$ cat config.mk
export PLATFORM = sky130hd
export DESIGN_NAME = pause_frame_tx
export DESIGN_NICKNAME = d
export VERILOG_FILES = /design/src/rtl/pause_frame_tx.sv
export SDC_FILE = /design/constraint.sdc
export NUM_CORES = 1
export LEC_CHECK = 0
export BUFFER_PORTS_ARGS = -buffer_cell sky130_fd_sc_hd__buf_4
export CAP_MARGIN = 20
export CORE_ASPECT_RATIO = 0.7
export CORE_MARGIN = 3
export CORE_UTILIZATION = 59
export DETAILED_ROUTE_END_ITERATION = 7
export GPL_ROUTABILITY_DRIVEN = 0
export GPL_TIMING_DRIVEN = 0
export PLACE_DENSITY_LB_ADDON = 0.08
export SLEW_MARGIN = 40
export SYNTH_ARGS = -nofsm -noshare
export SYNTH_HDL_FRONTEND = slang
export SYNTH_SLANG_ARGS = --single-unit
export TNS_END_PERCENT = 50
$ cat constraint.sdc
create_clock -name tx_clk -period 3.1 [get_ports tx_clk]
set_clock_uncertainty 0.15 [all_clocks]
set_input_delay 0 -clock tx_clk [delete_from_list [all_inputs] [get_ports tx_clk]]
set_output_delay 0 -clock tx_clk [all_outputs]
set_load 0.05 [all_outputs]
$ cat src/rtl/pause_frame_tx.sv
// IEEE 802.3x PAUSE frame generator: turns a one-cycle pause request into a byte stream.
// Define PAUSE_FCS_EN to append a CRC-32 FCS; otherwise the MAC appends it.
module pause_frame_tx #(
    parameter logic [47:0] SRC_MAC = 48'h020000000001
) (
    input  logic        tx_clk,
    input  logic        rstn,
    input  logic        tx_pause_req,
    input  logic [15:0] tx_pause_val,
    input  logic [47:0] tx_pause_dest_addr,
    output logic [7:0]  pf_tdata,
    output logic        pf_tvalid,
    input  logic        pf_tready,
    output logic        pf_tlast,
    output logic        tx_pause_busy,
    output logic        tx_pause_done
);

    typedef enum logic [1:0] {S_IDLE, S_HDR, S_PAD, S_FCS} state_t;

`ifdef PAUSE_FCS_EN
    localparam logic [5:0] LAST_IDX = 6'd63;
`else
    localparam logic [5:0] LAST_IDX = 6'd59;
`endif

    state_t      state, state_n;
    logic [5:0]  cnt, cnt_n, nidx;
    logic [47:0] dest_q, dest_n, pend_dest, pdest_n;
    logic [15:0] val_q, val_n, pend_val, pval_n;
    logic        pend_flag, pend_n, restart, restart_n;
    logic [7:0]  tdata_n;
    logic        tvalid_n, tlast_n, busy_n, done_n;
    logic        hs, start;
`ifdef PAUSE_FCS_EN
    logic [31:0] crc_q, crc_n, crc_upd;

    function automatic logic [31:0] crc_byte(input logic [31:0] c, input logic [7:0] b);
        logic [31:0] r;
        r = c ^ {24'h000000, b};
        for (int i = 0; i < 8; i++)
            r = r[0] ? ((r >> 1) ^ 32'hEDB88320) : (r >> 1);
        return r;
    endfunction
`endif

    // Header bytes 0..17 from the latched fields; everything beyond is zero padding.
    function automatic logic [7:0] hdr_byte(input logic [5:0] idx, input logic [47:0] da,
                                            input logic [15:0] v);
        logic [47:0] sh;
        logic [5:0]  k;
        hdr_byte = 8'h00;
        sh = '0;
        k = idx - 6'd6;
        if (idx < 6'd6) begin
            sh = da << {idx[2:0], 3'b000};
            hdr_byte = sh[47:40];
        end else if (idx < 6'd12) begin
            sh = SRC_MAC << {k[2:0], 3'b000};
            hdr_byte = sh[47:40];
        end else begin
            case (idx)
                6'd12:   hdr_byte = 8'h88;
                6'd13:   hdr_byte = 8'h08;
                6'd15:   hdr_byte = 8'h01;
                6'd16:   hdr_byte = v[15:8];
                6'd17:   hdr_byte = v[7:0];
                default: hdr_byte = 8'h00;
            endcase
        end
    endfunction

    always_comb begin
        state_n   = state;
        cnt_n     = cnt;
        dest_n    = dest_q;
        val_n     = val_q;
        pdest_n   = pend_dest;
        pval_n    = pend_val;
        pend_n    = pend_flag;
        restart_n = restart;
        tdata_n   = pf_tdata;
        tvalid_n  = pf_tvalid;
        tlast_n   = pf_tlast;
        busy_n    = tx_pause_busy;
        done_n    = 1'b0;
        start     = 1'b0;
        nidx      = cnt + 6'd1;
        hs        = pf_tvalid & pf_tready;
`ifdef PAUSE_FCS_EN
        crc_n     = crc_q;
        crc_upd   = crc_byte(crc_q, pf_tdata);
`endif
        case (state)
            S_IDLE: begin
                // A restart carries fields already copied from the pending slot at completion.
                if (restart) begin
                    start     = 1'b1;
                    restart_n = 1'b0;
                    if (tx_pause_req) begin
                        pdest_n = tx_pause_dest_addr;
                        pval_n  = tx_pause_val;
                        pend_n  = 1'b1;
                    end
                end else if (tx_pause_req) begin
                    start  = 1'b1;
                    dest_n = tx_pause_dest_addr;
                    val_n  = tx_pause_val;
                end
            end
            default: begin
                if (tx_pause_req) begin
                    pdest_n = tx_pause_dest_addr;
                    pval_n  = tx_pause_val;
                    pend_n  = 1'b1;
                end
                if (hs) begin
                    if (cnt == LAST_IDX) begin
                        state_n  = S_IDLE;
                        cnt_n    = 6'd0;
                        tdata_n  = 8'h00;
                        tvalid_n = 1'b0;
                        tlast_n  = 1'b0;
                        done_n   = 1'b1;
                        if (tx_pause_req) begin
                            dest_n    = tx_pause_dest_addr;
                            val_n     = tx_pause_val;
                            pend_n    = 1'b0;
                            restart_n = 1'b1;
                        end else if (pend_flag) begin
                            dest_n    = pend_dest;
                            val_n     = pend_val;
                            pend_n    = 1'b0;
                            restart_n = 1'b1;
                        end else begin
                            busy_n = 1'b0;
                        end
                    end else begin
                        cnt_n   = nidx;
                        tlast_n = (nidx == LAST_IDX);
                        tdata_n = hdr_byte(nidx, dest_q, val_q);
                        if (cnt == 6'd17)
                            state_n = S_PAD;
`ifdef PAUSE_FCS_EN
                        if (cnt <= 6'd59)
                            crc_n = crc_upd;
                        if (cnt == 6'd59)
                            state_n = S_FCS;
                        // Byte 60 needs the CRC including byte 59, which is only in crc_upd yet.
                        if (nidx == 6'd60)
                            tdata_n = ~crc_upd[7:0];
                        else if (nidx > 6'd60) begin
                            case (nidx[1:0])
                                2'd1:    tdata_n = ~crc_q[15:8];
                                2'd2:    tdata_n = ~crc_q[23:16];
                                default: tdata_n = ~crc_q[31:24];
                            endcase
                        end
`endif
                    end
                end
            end
        endcase

        if (start) begin
            state_n  = S_HDR;
            cnt_n    = 6'd0;
            tvalid_n = 1'b1;
            tlast_n  = 1'b0;
            busy_n   = 1'b1;
            tdata_n  = restart ? dest_q[47:40] : tx_pause_dest_addr[47:40];
`ifdef PAUSE_FCS_EN
            crc_n    = 32'hFFFFFFFF;
`endif
        end
    end

    always_ff @(posedge tx_clk or negedge rstn) begin
        if (!rstn) begin
            state         <= S_IDLE;
            cnt           <= 6'd0;
            dest_q        <= '0;
            val_q         <= '0;
            pend_dest     <= '0;
            pend_val      <= '0;
            pend_flag     <= 1'b0;
            restart       <= 1'b0;
            pf_tdata      <= 8'h00;
            pf_tvalid     <= 1'b0;
            pf_tlast      <= 1'b0;
            tx_pause_busy <= 1'b0;
            tx_pause_done <= 1'b0;
`ifdef PAUSE_FCS_EN
            crc_q         <= '0;
`endif
        end else begin
            state         <= state_n;
            cnt           <= cnt_n;
            dest_q        <= dest_n;
            val_q         <= val_n;
            pend_dest     <= pdest_n;
            pend_val      <= pval_n;
            pend_flag     <= pend_n;
            restart       <= restart_n;
            pf_tdata      <= tdata_n;
            pf_tvalid     <= tvalid_n;
            pf_tlast      <= tlast_n;
            tx_pause_busy <= busy_n;
            tx_pause_done <= done_n;
`ifdef PAUSE_FCS_EN
            crc_q         <= crc_n;
`endif
        end
    end

endmodule
==> impl_metrics.yaml <==
setup_path:
  max_stage_delay_ns: 0.42
  cp_cell_sequence: "buf_4 > inv_1 > ha_1 > inv_1 > clkbuf_1 > ha_1 > a31oi_1 > o21ai_1 > a221o_1"
  crit_slowest_cell: "dfrtp_1"
  arrival_ns: 2.91
  worst_setup_path_start_kind: "flop"
  path_delay_family: "buffers and inverters"
  worstSetupEndpointType: "flop"
  reg2reg_depth: 9
  rr_startpoint: "cnt[0]$_DFFE_PN0P_"
  crit_type: "flop to flop"
  reg2reg_slack_ns: 0.35
  crit_buf_inv: 4
  timing.rr.end: "pf_tdata[1]$_DFFE_PN0P_"
  crit_fanout: 10
  cp.required_ns: 3.26
power:
  power_switching_w: 0.00302
  intPower_w: 0.00518
  power_frac_comb: 0.374
  power_w: 0.00820
  p_per_area_mw_per_mm2: 858
  leakagePower_nw: 4.52
  p_clk_frac: 0.256
  switching_share: 0.368
  pwr-share-seq: 0.370
  ir_drop_mv: 0.602
synth:
  syn_inst: 645
  synth.top_cells.by_count: "dfrtp_1 (150), nor2_1 (85), mux2i_1 (84)"
  syn_nets: 719
  synthTopCellsByArea: "dfrtp_1 (51%), mux2i_1 (11%), mux2_2 (9.7%)"
  syn_area_mm2: 0.00742
  synth-edff-count: 0
  yosys_warnings: 0
  ys_ff_latch: 150
  yosysTopAreaCell: "dfrtp_1"
  synth_flop_cell: "dfrtp_1"
  ys_async_sr_fraction: 1.00
  yosysTopAreaCellShare: 0.506
  synth_most_common_cell: "dfrtp_1"
  ys_types: 57
  yosysSeqAreaShare: 0.506
  syn_area_per_cell_um2: 11.5
finish:
  drive_gt1_frac: 0.286
  syn_to_final_growth_pct: 28.8
  fin_cells: 982
  antennaDiodeCount: 0
  final_cell_area_mm2: 0.00956
  nNetsFinal: 888
hold_path:
  min_path_type: "input pin to async pin"
timing:
  fmax_mhz: 364
  slew_headroom: 0.548
  fin_crit_ns: 2.75
  hold_violations: 0
  final.setup.tns_ns: 0
  slew_violations: 0
  rsz0062_at_grt: "false"
  period_share: 0.887
  hold_ws_ns: 0.0101
  report.final.setup_viol: 0
  worst_pin_slew_ns: 0.679
route:
  post_drt_wl_per_cell_um: 20.3
  maxUsedRoutingLayer: "met4"
  met3WireLength_um: 1620
  num_vias: 5868
  wl_met1_um: 8600
  drtIter0Drc: 479
  drcViolationCount: 0
  dr_wl_met2_um: 9320
  detail-route-antenna-nets: 0
  first_pass_iters: 5
  viasPerCell: 5.98
  wirelength_um: 19900
floorplanning:
  io_pins: 80
  dieArea_mm2: 0.0140
  fp.dieW_um: 140
  core_mm2: 0.0120
  rows: 33
  die_h_um: 99.8
  start_util: 0.620
place:
  dpl.hpwl_um: 13200
  port_buffers: 79
  place_area_mm2: 0.00827
  dp.cells: 883
grt:
  antenna_found_initial: 0
  grt_pass1_wl_um: 32100
  gr-usage-all-layers: 0.295
  grt_max_degree: 59
  grt_pass1_vias: 6126
  grt.overflow.total: 0
clock_network:
  cts_tree: "built"
  path_clk_slew_ns: 0.06
  clk_latency_ns: 0.43
  clockBufferDepth: 2
  htree_levels: 4
  root_buffer: "clkbuf_16"
  cts_buffers: 17
  clock_sinks: 150
outcome:
  status: "completed"
flow_run:
  maxCapViolations: 0
==> cell families after synthesis <==
logic type,count (synthesis),synth area share
compound gates,147,0.129
flops,150,0.506
fa+ha+maj,6,0.0101
xor+xnor,7,0.0108
buf+inv,53,0.0437
mux,149,0.213
simple gates,133,0.0868
==> state kept, by name (all words and copies together), names as in the netlist <==
register / flops
tx_pause_done: 1
tx_pause_busy: 1
state: 2
pend_val: 16
pf_tdata: 8
pf_tvalid: 1
dest_q: 48
cnt: 6
restart: 1
val_q: 16
pend_dest: 48
pend_flag: 1
pf_tlast: 1
==> repair_timing <==
action | 4_1_cts | 5_1_grt
resized for setup | 0 | 0
setup buffers | 0 | 0
hold endpoints to repair | 293 | 0
hold buffers | 69 | 0
==> worst max path at each step <==
stage	from	endpoint	depth (start not counted)
final	cnt[0]$_DFFE_PN0P_	pf_tdata[1]$_DFFE_PN0P_	9
after global routing	cnt[0]$_DFFE_PN0P_	pf_tdata[0]$_DFFE_PN0P_	10
after CTS	cnt[0]$_DFFE_PN0P_	pf_tdata[1]$_DFFE_PN0P_	9
after detailed placement	cnt[0]$_DFFE_PN0P_	pf_tdata[1]$_DFFE_PN0P_	9
after global placement	cnt[0]$_DFFE_PN0P_	pf_tdata[1]$_DFFE_PN0P_	9
after floorplan	cnt[0]$_DFFE_PN0P_	pf_tdata[1]$_DFFE_PN0P_	9
==> cell usage in the layout, fill, tap and decap left out, drive strengths merged, types with 5 or more instances in the layout <==
cell type	n
a211oi	6
a21oi	74
a221oi	12
a22oi	8
buf	125
clkbuf	23
dfrtp	150
dlygate4sd3	68
ha	6
inv	10
mux2	64
mux2i	84
nand2	12
nand2b	5
nor2	87
nor2b	11
nor3	5
o21ai	19
xnor2	6
==> routing by layer <==
layer | track usage | up-vias
met1 | 0.401 | 2927
met3 | 0.0886 | 37
met5 | 0 | -
li1 | - | 2655
met2 | 0.467 | 249
met4 | 0.0849 | 0
==> power by group through the flow <==
| stage | Combinational (W) | Clock, W | Sequential (W) |
|---|---|---|---|
| floorplan | 0.00206 | 0 | 0.00296 |
| global placement | 0.00277 | 0 | 0.00300 |
| detailed placement | 0.00288 | 0 | 0.00304 |
| CTS | 0.00301 | 0.00211 | 0.00301 |
| global route | 0.00330 | 0.00219 | 0.00309 |
| finish | 0.00307 | 0.00210 | 0.00304 |
==> worst reg2reg max path, delay by kind of cell (launching register included) <==
kind            cells  cell delay (ns)
compound gates      3             0.53
fa+ha+maj           2             0.74
buf+inv             4             0.78
flops               1             0.42
==> stage by stage <==
stage	worst slack [ns]	util
final	0.349	0.799
after global routing	0.199	0.799
after CTS	0.385	0.799
after detailed placement	0.425	0.691
after global placement	0.475	0.686
after floorplan	0.771	-
==> layout make-up <==
type / count / area (um^2)
buffer: 44 / 290
clock buffer: 22 / 464
clock inverter: 8 / 124
fill: 743 / 2410
inverter: 9 / 33.8
multi-input combinational: 442 / 3340
sequential: 150 / 3750
tap: 157 / 196
timing repair buffer: 150 / 1360
(Power assumes the default switching activity.)
